===== src/rtl/hazard_pkg.sv =====
// Shared types and constants for the pipeline hazard unit.
package hazard_pkg;

  localparam int REG_ADDR_W = 4;

  typedef enum logic [1:0] {
    FWD_RF  = 2'b00,
    FWD_WB  = 2'b01,
    FWD_MEM = 2'b10
  } fwd_sel_t;

endpackage


===== src/rtl/hazard_fwd_sel.sv =====
// Per-operand forwarding comparator: picks the Memory, Writeback or
// register-file value for one Execute-stage ALU source. Purely combinational.
module hazard_fwd_sel
  import hazard_pkg::*;
(
  input  logic [REG_ADDR_W-1:0] ra_e_i,
  input  logic [REG_ADDR_W-1:0] wa_m_i,
  input  logic [REG_ADDR_W-1:0] wa_w_i,
  input  logic                  reg_write_m_i,
  input  logic                  reg_write_w_i,
  output fwd_sel_t              fwd_o
);

  // Memory is the younger result, so it wins when both stages match.
  always_comb begin
    fwd_o = FWD_RF;
    if (reg_write_m_i && (ra_e_i == wa_m_i)) begin
      fwd_o = FWD_MEM;
    end else if (reg_write_w_i && (ra_e_i == wa_w_i)) begin
      fwd_o = FWD_WB;
    end
  end

endmodule


===== src/rtl/hazard_unit.sv =====
// Five-stage pipeline hazard unit: combinational forwarding, stall and flush
// controls, plus saturating stall/flush/forward event counters.
module hazard_unit
  import hazard_pkg::*;
#(
  parameter int CNT_W = 16
) (
  input  logic                  clk,
  input  logic                  rst,
  input  logic [REG_ADDR_W-1:0] RA1D,
  input  logic [REG_ADDR_W-1:0] RA2D,
  input  logic [REG_ADDR_W-1:0] RA1E,
  input  logic [REG_ADDR_W-1:0] RA2E,
  input  logic [REG_ADDR_W-1:0] WA3E,
  input  logic [REG_ADDR_W-1:0] WA3M,
  input  logic [REG_ADDR_W-1:0] WA3W,
  input  logic                  RegWriteM,
  input  logic                  RegWriteW,
  input  logic                  MemtoRegE,
  input  logic                  PCSrcD,
  input  logic                  PCSrcE,
  input  logic                  PCSrcM,
  input  logic                  PCSrcW,
  input  logic                  BranchTakenE,
  input  logic                  cnt_clr,
  output logic [1:0]            ForwardAE,
  output logic [1:0]            ForwardBE,
  output logic                  StallF,
  output logic                  StallD,
  output logic                  FlushD,
  output logic                  FlushE,
  output logic [CNT_W-1:0]      stall_cnt,
  output logic [CNT_W-1:0]      flush_cnt,
  output logic [CNT_W-1:0]      fwd_cnt
);

  fwd_sel_t fwd_a;
  fwd_sel_t fwd_b;

  hazard_fwd_sel u_fwd_a (
    .ra_e_i        (RA1E),
    .wa_m_i        (WA3M),
    .wa_w_i        (WA3W),
    .reg_write_m_i (RegWriteM),
    .reg_write_w_i (RegWriteW),
    .fwd_o         (fwd_a)
  );

  hazard_fwd_sel u_fwd_b (
    .ra_e_i        (RA2E),
    .wa_m_i        (WA3M),
    .wa_w_i        (WA3W),
    .reg_write_m_i (RegWriteM),
    .reg_write_w_i (RegWriteW),
    .fwd_o         (fwd_b)
  );

  assign ForwardAE = fwd_a;
  assign ForwardBE = fwd_b;

  logic ldr_stall;
  logic pc_wr_pending_f;

  assign ldr_stall       = MemtoRegE && ((RA1D == WA3E) || (RA2D == WA3E));
  assign pc_wr_pending_f = PCSrcD || PCSrcE || PCSrcM;

  // A load-use stall coinciding with a taken branch asserts all four: the
  // flush discards the wrong-path work while the stall still holds F/D.
  assign StallF = ldr_stall || pc_wr_pending_f;
  assign StallD = ldr_stall;
  assign FlushD = pc_wr_pending_f || PCSrcW || BranchTakenE;
  assign FlushE = ldr_stall || BranchTakenE;

  logic stall_ev;
  logic flush_ev;
  logic fwd_ev;

  assign stall_ev = StallF || StallD;
  assign flush_ev = FlushD || FlushE;
  assign fwd_ev   = (fwd_a != FWD_RF) || (fwd_b != FWD_RF);

  function automatic logic [CNT_W-1:0] sat_inc(input logic [CNT_W-1:0] c,
                                               input logic             ev);
    return (ev && !(&c)) ? c + CNT_W'(1) : c;
  endfunction

  logic [CNT_W-1:0] stall_cnt_q, stall_cnt_d;
  logic [CNT_W-1:0] flush_cnt_q, flush_cnt_d;
  logic [CNT_W-1:0] fwd_cnt_q,   fwd_cnt_d;

  always_comb begin
    stall_cnt_d = stall_cnt_q;
    flush_cnt_d = flush_cnt_q;
    fwd_cnt_d   = fwd_cnt_q;
    if (cnt_clr) begin
      stall_cnt_d = '0;
      flush_cnt_d = '0;
      fwd_cnt_d   = '0;
    end else begin
      stall_cnt_d = sat_inc(stall_cnt_q, stall_ev);
      flush_cnt_d = sat_inc(flush_cnt_q, flush_ev);
      fwd_cnt_d   = sat_inc(fwd_cnt_q, fwd_ev);
    end
  end

  always_ff @(posedge clk or posedge rst) begin
    if (rst) begin
      stall_cnt_q <= '0;
      flush_cnt_q <= '0;
      fwd_cnt_q   <= '0;
    end else begin
      stall_cnt_q <= stall_cnt_d;
      flush_cnt_q <= flush_cnt_d;
      fwd_cnt_q   <= fwd_cnt_d;
    end
  end

  assign stall_cnt = stall_cnt_q;
  assign flush_cnt = flush_cnt_q;
  assign fwd_cnt   = fwd_cnt_q;

endmodule


===== config.mk =====
export PLATFORM = sky130hd
export DESIGN_NAME = hazard_unit
export DESIGN_NICKNAME = d
export VERILOG_FILES = /design/src/rtl/hazard_pkg.sv /design/src/rtl/hazard_fwd_sel.sv /design/src/rtl/hazard_unit.sv
export SDC_FILE = /design/constraint.sdc
export NUM_CORES = 1
export LEC_CHECK = 0
export CAP_MARGIN = 40
export CELL_PAD_IN_SITES_DETAIL_PLACEMENT = 1
export CELL_PAD_IN_SITES_GLOBAL_PLACEMENT = 1
export CORE_MARGIN = 2
export CORE_UTILIZATION = 31
export CTS_CLUSTER_SIZE = 8
export DETAILED_ROUTE_END_ITERATION = 10
export PLACE_DENSITY = 0.86
export SLEW_MARGIN = 40
export SYNTH_ARGS = -nofsm -noshare
export SYNTH_HDL_FRONTEND = slang
export SYNTH_SLANG_ARGS = --single-unit

===== constraint.sdc =====
create_clock -name clk -period 1.8 [get_ports clk]
set_input_delay 0.18 -clock clk [delete_from_list [all_inputs] [get_ports clk]]
set_output_delay 0.18 -clock clk [all_outputs]
set_load 0.02 [all_outputs]

==> metrics.yaml, run 1 <==
run_status: "finished, violations left"
violations: "setup timing"
number_of_flops_mapped_to_enable_cells_by_yosys: 0
drt-initial-drc-count: 155
number_of_vias_after_detailed_routing: 3545
routabilityCongestion: 0.841
ir_drop_worst_case_vdd_uv: 303
skew_ns: 0.0129
synth_largest_type_area_fraction_pct: 40.5
maxcap_violations: 0
die_width_um: 102
post_synthesis_share_of_cell_area_spent_on_full_adders_half_adders_and_majority_gates_pct: 1.26
drt-total-wl_mm: 14.3
worstPathArrival_ns: 2.25
power.density_cell_area_nw_per_um2: 467
synth_top_cells_by_area: "sky130_fd_sc_hd__dfrtp_1 40%, sky130_fd_sc_hd__xor2_1 6.5%, sky130_fd_sc_hd__a21oi_1 4.7%"
ys_warnings: 0
die_height_um: 102
globalRoute.totalOverflow: 0
postSynth.topFlopCell: "sky130_fd_sc_hd__dfrtp_1"
slew_violations: 0
final_antenna_net_count: 0
hold_viol_final: 0
relSlewSlack_pct: 70.2
first_global_vias: 3834
critical_path.startpoint_type: "register"
yosys-mux-area-fraction_pct: 2.53
post-place-ws_ns: -0.694
drc_errors: 0
setup_repair_after_global_routing_missed_its_margin: "yes"
synth-xor-area-share_pct: 10.9
globalRouteTotalUtil_pct: 24.9
synth-seq-cells: 48
placementRows: 35
place.detailed.instances: 618
num-fill-cells: 1030
period_minus_slack_ns: 2.02
critPathRequiredTime_ns: 2.03
async_reset_ff_share_pct: 100
static-leakage-power_nw: 2.28
layout.nets: 567
cts.sink_count: 48
io-pin-count: 95
syn-instance-count: 321
worstSetupPathType: "register to register"
cts_buffer_count: 5
final-setup-viol-count: 27
sequential_fraction_of_the_synthesis_area_pct: 40.5
totalPowerFinal_mw: 2.58
post-dp-hpwl_mm: 8.25
worst_setup_hold_path_clk_slew_ns: 0.11
cts_buffer_depth: 2
hold_path.class: "input pin to asynchronous set/reset pin"
ctsRootBufferMaster: "sky130_fd_sc_hd__clkbuf_8"
finalNonFillerCells: 655
antennaDiodeCount: 0
worst-path-max-fanout: 3
post_synthesis_average_cell_area_sq_um: 9.25
die-area_sq_um: 10400
post-route-period-util_pct: 112
fmax_ghz: 0.495
wire_per_inst_um: 21.8
synth.lib_cells_used.distinct: 46
clock_latency_ns: 0.31
clock_tree_from_tritoncts: "done"
cts.htree.levels: 2
port_buffers: 94
final_layout_size_suffix_gt1_share_pct: 49.0
detailedRoute.firstPassIterationCount: 4
synthesis.nets: 363
synthSimpleGateAreaFrac_pct: 24.7
finalWorstSetupSlack_ns: -0.219
area_growth_syn_to_layout_pct: 86.4
initial_utilization_pct: 32.0
tightestPinTransition_ns: 0.443
routed_via_density: 5.41
cts-hold-fix-buffers: 0
multi_input_comb_area_sq_um: 2150
netlist_area_sq_um: 2970
regArea_sq_um: 1230
design.core.area_sq_um: 9280
synth_compound_gate_area_share_pct: 16.4
grt_antenna_before_repair: 0
endpoint_kind: "register"
main_combinational_cell_family_by_area_after_synthesis: "simple AND/OR/NAND/NOR gates"
synth_top_area_cell: "sky130_fd_sc_hd__dfrtp_1"
grt_max_degree: 26
grt_first_pass_wirelength_mm: 20.2
logic make-up (layout without fill, tap and decap cells):
| logic type | after synthesis | count (layout) |
|---|---|---|
| AOI/OAI and AO/OA | 74 | 74 |
| xor gates and xnor gates | 37 | 37 |
| adders and majority gates | 3 | 3 |
| buffers and inverters | 25 | 230 |
| DFF | 48 | 48 |
| muxes | 7 | 7 |
| and+or+nand+nor | 127 | 127 |
worst max-delay path: stages, from the launching register on:
cell	delay, ns
sky130_fd_sc_hd__dfrtp_2	0.37
sky130_fd_sc_hd__and4_4	0.26
sky130_fd_sc_hd__nand4_4	0.11
sky130_fd_sc_hd__buf_4	0.15
sky130_fd_sc_hd__buf_4	0.14
sky130_fd_sc_hd__or3_4	0.40
sky130_fd_sc_hd__or3_1	0.34
sky130_fd_sc_hd__a21oi_2	0.16
cells in the final DEF (no fill, tap or decap), types with 5 or more instances in the layout:
cell and instances:
sky130_fd_sc_hd__inv_1 10, sky130_fd_sc_hd__nand2_1 15, sky130_fd_sc_hd__nand4_1 5, sky130_fd_sc_hd__nand3_1 17
sky130_fd_sc_hd__a21oi_1 17, sky130_fd_sc_hd__a211oi_2 5, sky130_fd_sc_hd__xor2_2 6, sky130_fd_sc_hd__a21oi_2 10
sky130_fd_sc_hd__buf_6 13, sky130_fd_sc_hd__o21ai_2 6, sky130_fd_sc_hd__xor2_1 16, sky130_fd_sc_hd__xnor2_1 12
sky130_fd_sc_hd__dfrtp_1 27, sky130_fd_sc_hd__dfrtp_2 21, sky130_fd_sc_hd__clkdlybuf4s15_1 7, sky130_fd_sc_hd__nor2_1 25
sky130_fd_sc_hd__dlygate4sd2_1 9, sky130_fd_sc_hd__nor4_2 5, sky130_fd_sc_hd__or3_4 5, sky130_fd_sc_hd__clkbuf_2 9
sky130_fd_sc_hd__a211oi_1 5, sky130_fd_sc_hd__clkdlybuf4s15_2 7, sky130_fd_sc_hd__clkbuf_8 5, sky130_fd_sc_hd__clkdlybuf4s50_1 55
sky130_fd_sc_hd__or3_1 11, sky130_fd_sc_hd__buf_4 99
stage by stage:
| step | area [sq um] | TNS, ns | utilization (%) | hold WS [ns] |
|---|---|---|---|---|
| finish | 5530 | -2.74 | 59.6 | 0.252 |
| global route | 5530 | -4.97 | 59.6 | 0.288 |
| CTS | 5260 | -1.41 | 56.7 | 0.261 |
| detailed placement | 4790 | -29.83 | 51.6 | 0.590 |
| global placement | 4790 | -25.31 | 51.6 | 0.557 |
| floorplan | 3090 | -1.78 | - | 0.419 |
final timing paths:
check,from,to,slack [ns],depth (start not counted)
worst max-delay path,fwd_cnt[3],fwd_cnt[14],-0.22,7
worst min-delay path,rst,stall_cnt[1],0.25,3
worst max register to register,fwd_cnt[3],fwd_cnt[14],-0.22,7
worst min register to register,stall_cnt[14],stall_cnt[14],0.63,2
max in group asynchronous,rst,stall_cnt[7],1.25,3
min in group clk,cnt_clr,stall_cnt[14],0.31,2
cell type report:
| cell class | count | area share, % |
|---|---|---|
| inverter | 14 | 1.09 |
| clock inverter | 3 | 0.769 |
| clock buffer | 5 | 1.24 |
| multi-input combinational | 248 | 38.9 |
| timing repair buffer | 208 | 32.9 |
| tap | 129 | 2.92 |
| sequential | 48 | 22.2 |
cells in the mapped netlist, types with 2 or more instances:
library cell and n:
sky130_fd_sc_hd__dfrtp_1 48, sky130_fd_sc_hd__a21oi_1 28, sky130_fd_sc_hd__nor2_1 25, sky130_fd_sc_hd__xor2_1 22, sky130_fd_sc_hd__nand3_1 21, sky130_fd_sc_hd__nand2_1 17
sky130_fd_sc_hd__or3_1 16, sky130_fd_sc_hd__xnor2_1 15, sky130_fd_sc_hd__inv_1 14, sky130_fd_sc_hd__a211oi_1 10, sky130_fd_sc_hd__o21ai_1 9, sky130_fd_sc_hd__and3_1 8
sky130_fd_sc_hd__clkbuf_1 8, sky130_fd_sc_hd__or4_1 8, sky130_fd_sc_hd__o21ai_0 7, sky130_fd_sc_hd__o31ai_1 7, sky130_fd_sc_hd__nand4_1 5, sky130_fd_sc_hd__mux2_2 4
sky130_fd_sc_hd__nor2b_1 4, sky130_fd_sc_hd__nor4_1 4, sky130_fd_sc_hd__a21o_1 3, sky130_fd_sc_hd__and4_1 3, sky130_fd_sc_hd__ha_1 3, sky130_fd_sc_hd__mux2i_1 3
sky130_fd_sc_hd__nor3_1 3, sky130_fd_sc_hd__nor4_2 3, sky130_fd_sc_hd__buf_6 2, sky130_fd_sc_hd__nand2b_1 2, sky130_fd_sc_hd__nand3b_1 2
layer usage:
layer  global-route usage [%]  vias to the layer above  routed length, um
li1                         -                     1569                  -
met1                     29.0                     1828               5310
met2                     46.9                      105               8050
met3                     3.15                       43                449
met4                     8.72                        0                492
met5                        0                        -                  0
where the power goes:
group	switching [mW]	internal, mW
sequential	0.0140	1.10
combinational	0.326	0.299
clock	0.435	0.413
total	0.775	1.81
state kept, by name, summed over array words and instances, names as in the netlist:
| name | flops |
|---|---|
| fwd_cnt | 16 |
| flush_cnt | 16 |
| stall_cnt | 16 |
timing repair:
action                                  in CTS  in global routing
resized for setup                          117                 81
endpoints found under the setup margin      56                 47
cloned                                       3                  0
setup buffers                               16                 18
pin swaps                                   39                 39
endpoints found under the hold margin        0                  0
No activity file was read; power rests on OpenSTA's default activity.
==> run 2: changes to the inputs <==
CORE_ASPECT_RATIO = 0.75   (was default)
==> metrics.yaml, run 2 (synthesized netlist as in run 1, its figures left out) <==
worst_setup_hold_path_clk_slew_ns: 0.07  # was 0.11 ns
grt_first_pass_wirelength_mm: 19.8  # was 20.2 mm
post-dp-hpwl_mm: 8.35  # was 8.25 mm
path_depth: 8  # was 7
period_minus_slack_ns: 1.97  # was 2.02 ns
final-setup-viol-count: 22  # was 27
fmax_ghz: 0.508  # was 0.495 GHz
worst-path-max-fanout: 5  # was 3
globalRouteTotalUtil_pct: 25.1  # was 24.9%
grt_max_degree: 33  # was 26
first_global_vias: 3775  # was 3834
wire_per_inst_um: 19.6  # was 21.8 um
finalWorstSetupSlack_ns: -0.167  # was -0.219 ns
num-fill-cells: 1043  # was 1030
die_height_um: 88.7  # was 102 um
ctsRootBufferMaster: "sky130_fd_sc_hd__clkbuf_16"  # was sky130_fd_sc_hd__clkbuf_8
placementRows: 30  # was 35
critical_path.slowest_cell: "sky130_fd_sc_hd__or4_4"  # was sky130_fd_sc_hd__or3_4
run_status: "finished, violations left"  # unchanged
drc_errors: 0  # unchanged
grt_util_met1_pct: 30.5  # was 29.0%
design.core.area_sq_um: 9160  # was 9280 sq um
final_cell_mix: "90 x sky130_fd_sc_hd__buf_4, 53 x sky130_fd_sc_hd__clkdlybuf4s50_1, 27 x sky130_fd_sc_hd__dfrtp_1"  # was 99 x sky130_fd_sc_hd__buf_4, 55 x sky130_fd_sc_hd__clkdlybuf4s50_1, 27 x sky130_fd_sc_hd__dfrtp_1
globalRoute.totalOverflow: 0  # unchanged
critical_path.max_stage_delay_ns: 0.51  # was 0.40 ns
grt_antenna_before_repair: 0  # unchanged
ir_drop_worst_case_vdd_uv: 380  # was 303 uV
violations: "setup timing"  # unchanged
io-pin-count: 95  # unchanged
met3_usage_pct: 3.97  # was 3.15%
relSlewSlack_pct: 63.7  # was 70.2%
worstPathCellList: "and4_4 -> nand4_4 -> or4_4 -> o31ai_4 -> buf_12 -> buf_4 -> or3_4 -> a21oi_2"  # was and4_4 -> nand4_4 -> buf_4 -> buf_4 -> or3_4 -> or3_1 -> a21oi_2
clock_latency_ns: 0.30  # was 0.31 ns
buffer_and_inverter_count_on_the_worst_path: 2  # unchanged
drt-total-wl_mm: 12.7  # was 14.3 mm
hold_viol_final: 0  # unchanged
final_antenna_net_count: 0  # unchanged
worstRegToRegCells: 8  # was 7
setup_repair_after_global_routing_missed_its_margin: "yes"  # unchanged
worstSetupPathType: "register to register"  # unchanged
hold_path.class: "input pin to asynchronous set/reset pin"  # unchanged
area_growth_syn_to_layout_pct: 86.1  # was 86.4%
tightestPinTransition_ns: 0.545  # was 0.443 ns
post-route-period-util_pct: 109  # was 112%
cts.sink_count: 48  # unchanged
die_width_um: 117  # was 102 um
cts_buffer_count: 5  # unchanged
detailedRoute.firstPassIterationCount: 5  # was 4
reg2reg_from: "fwd_cnt[3]"  # unchanged
static-leakage-power_nw: 2.30  # was 2.28 nW
endpoint_kind: "register"  # unchanged
initial_utilization_pct: 32.4  # was 32.0%
globalRoute.busiestLayer: "met2"  # unchanged
maxcap_violations: 0  # unchanged
routabilityCongestion: 0.825  # was 0.841
final_layout_size_suffix_gt1_share_pct: 47.7  # was 49.0%
critical_path.startpoint_type: "register"  # unchanged
post-place-ws_ns: -0.717  # was -0.694 ns
antennaDiodeCount: 0  # unchanged
cell_family_with_most_cp_delay: "simple AND/OR/NAND/NOR gates"  # unchanged
skew_ns: 0.0105  # was 0.0129 ns
number_of_vias_after_detailed_routing: 3379  # was 3545
globalRouteMet2Util_pct: 45.1  # was 46.9%
slew_violations: 0  # unchanged
port_buffers: 94  # unchanged
routed_via_density: 5.23  # was 5.41
layout.nets: 559  # was 567
cts.htree.levels: 2  # unchanged
critPathRequiredTime_ns: 1.99  # was 2.03 ns
final_common_cell: "sky130_fd_sc_hd__buf_4"  # unchanged
cts_buffer_depth: 2  # unchanged
fin_worst_hold_slack_ns: 0.198  # was 0.252 ns
drt-initial-drc-count: 169  # was 155
clock_tree_from_tritoncts: "done"  # unchanged
die-area_sq_um: 10400  # about the same
power.density_cell_area_nw_per_um2: 510  # was 467 nW/um^2
critPathLaunch: "fwd_cnt[3]"  # unchanged
worstPathArrival_ns: 2.15  # was 2.25 ns
[run 2: power by group]
part	leakage, nW	switching [mW]	total [mW]	internal [mW]
clock	0.0871	0.444	1.14	0.697
sequential	0.631	0.0146	1.11	1.10
combinational	1.58	0.300	0.565	0.264
total	2.30	0.759	2.82	2.06
[run 2: repair_timing]
action,4_1_cts,5_1_grt
buffers inserted,17,13
setup endpoints to repair,56,50
pin swaps,53,48
resized for setup,115,75
cloned,3,0
hold buffers,0,0
[run 2: final timing paths]
check                                    end  slack, ns
worst max-delay path              fwd_cnt[2]      -0.17
worst min-delay path              fwd_cnt[5]       0.20
worst max register to register    fwd_cnt[2]      -0.17
worst min register to register  stall_cnt[4]       0.58
max in group asynchronous       stall_cnt[5]       1.03
min in group clk                flush_cnt[5]       0.37
[run 2: area by class of cell]
type	instances	area, sq um	share of cell area, %
clock inverters	2	38.8	0.702
multi-input cells	248	2140	38.7
inverters	14	60.1	1.09
clock buffers	6	139	2.51
repair buffers	200	1760	31.8
flip-flops and latches	48	1230	22.2
well taps	128	160	2.90
[run 2: per-layer routing]
metal | vias up | share of wire, %
li1 | 1554 | -
met1 | 1702 | 42
met2 | 84 | 52
met3 | 39 | 2.9
met4 | 0 | 3.5
met5 | - | 0
[run 2: metrics by stage]
stage	power [mW]	cells	setup TNS, ns	utilization, %	instance area (sq um)
after floorplan	1.35	321	-1.78	-	3090
after global placement	1.59	612	-23.35	51.9	4750
after detailed placement	1.61	612	-31.48	51.9	4750
after CTS	2.82	639	-1.91	57.6	5280
after global routing	2.95	646	-4.09	60.3	5520
final	2.82	646	-2.20	60.3	5520
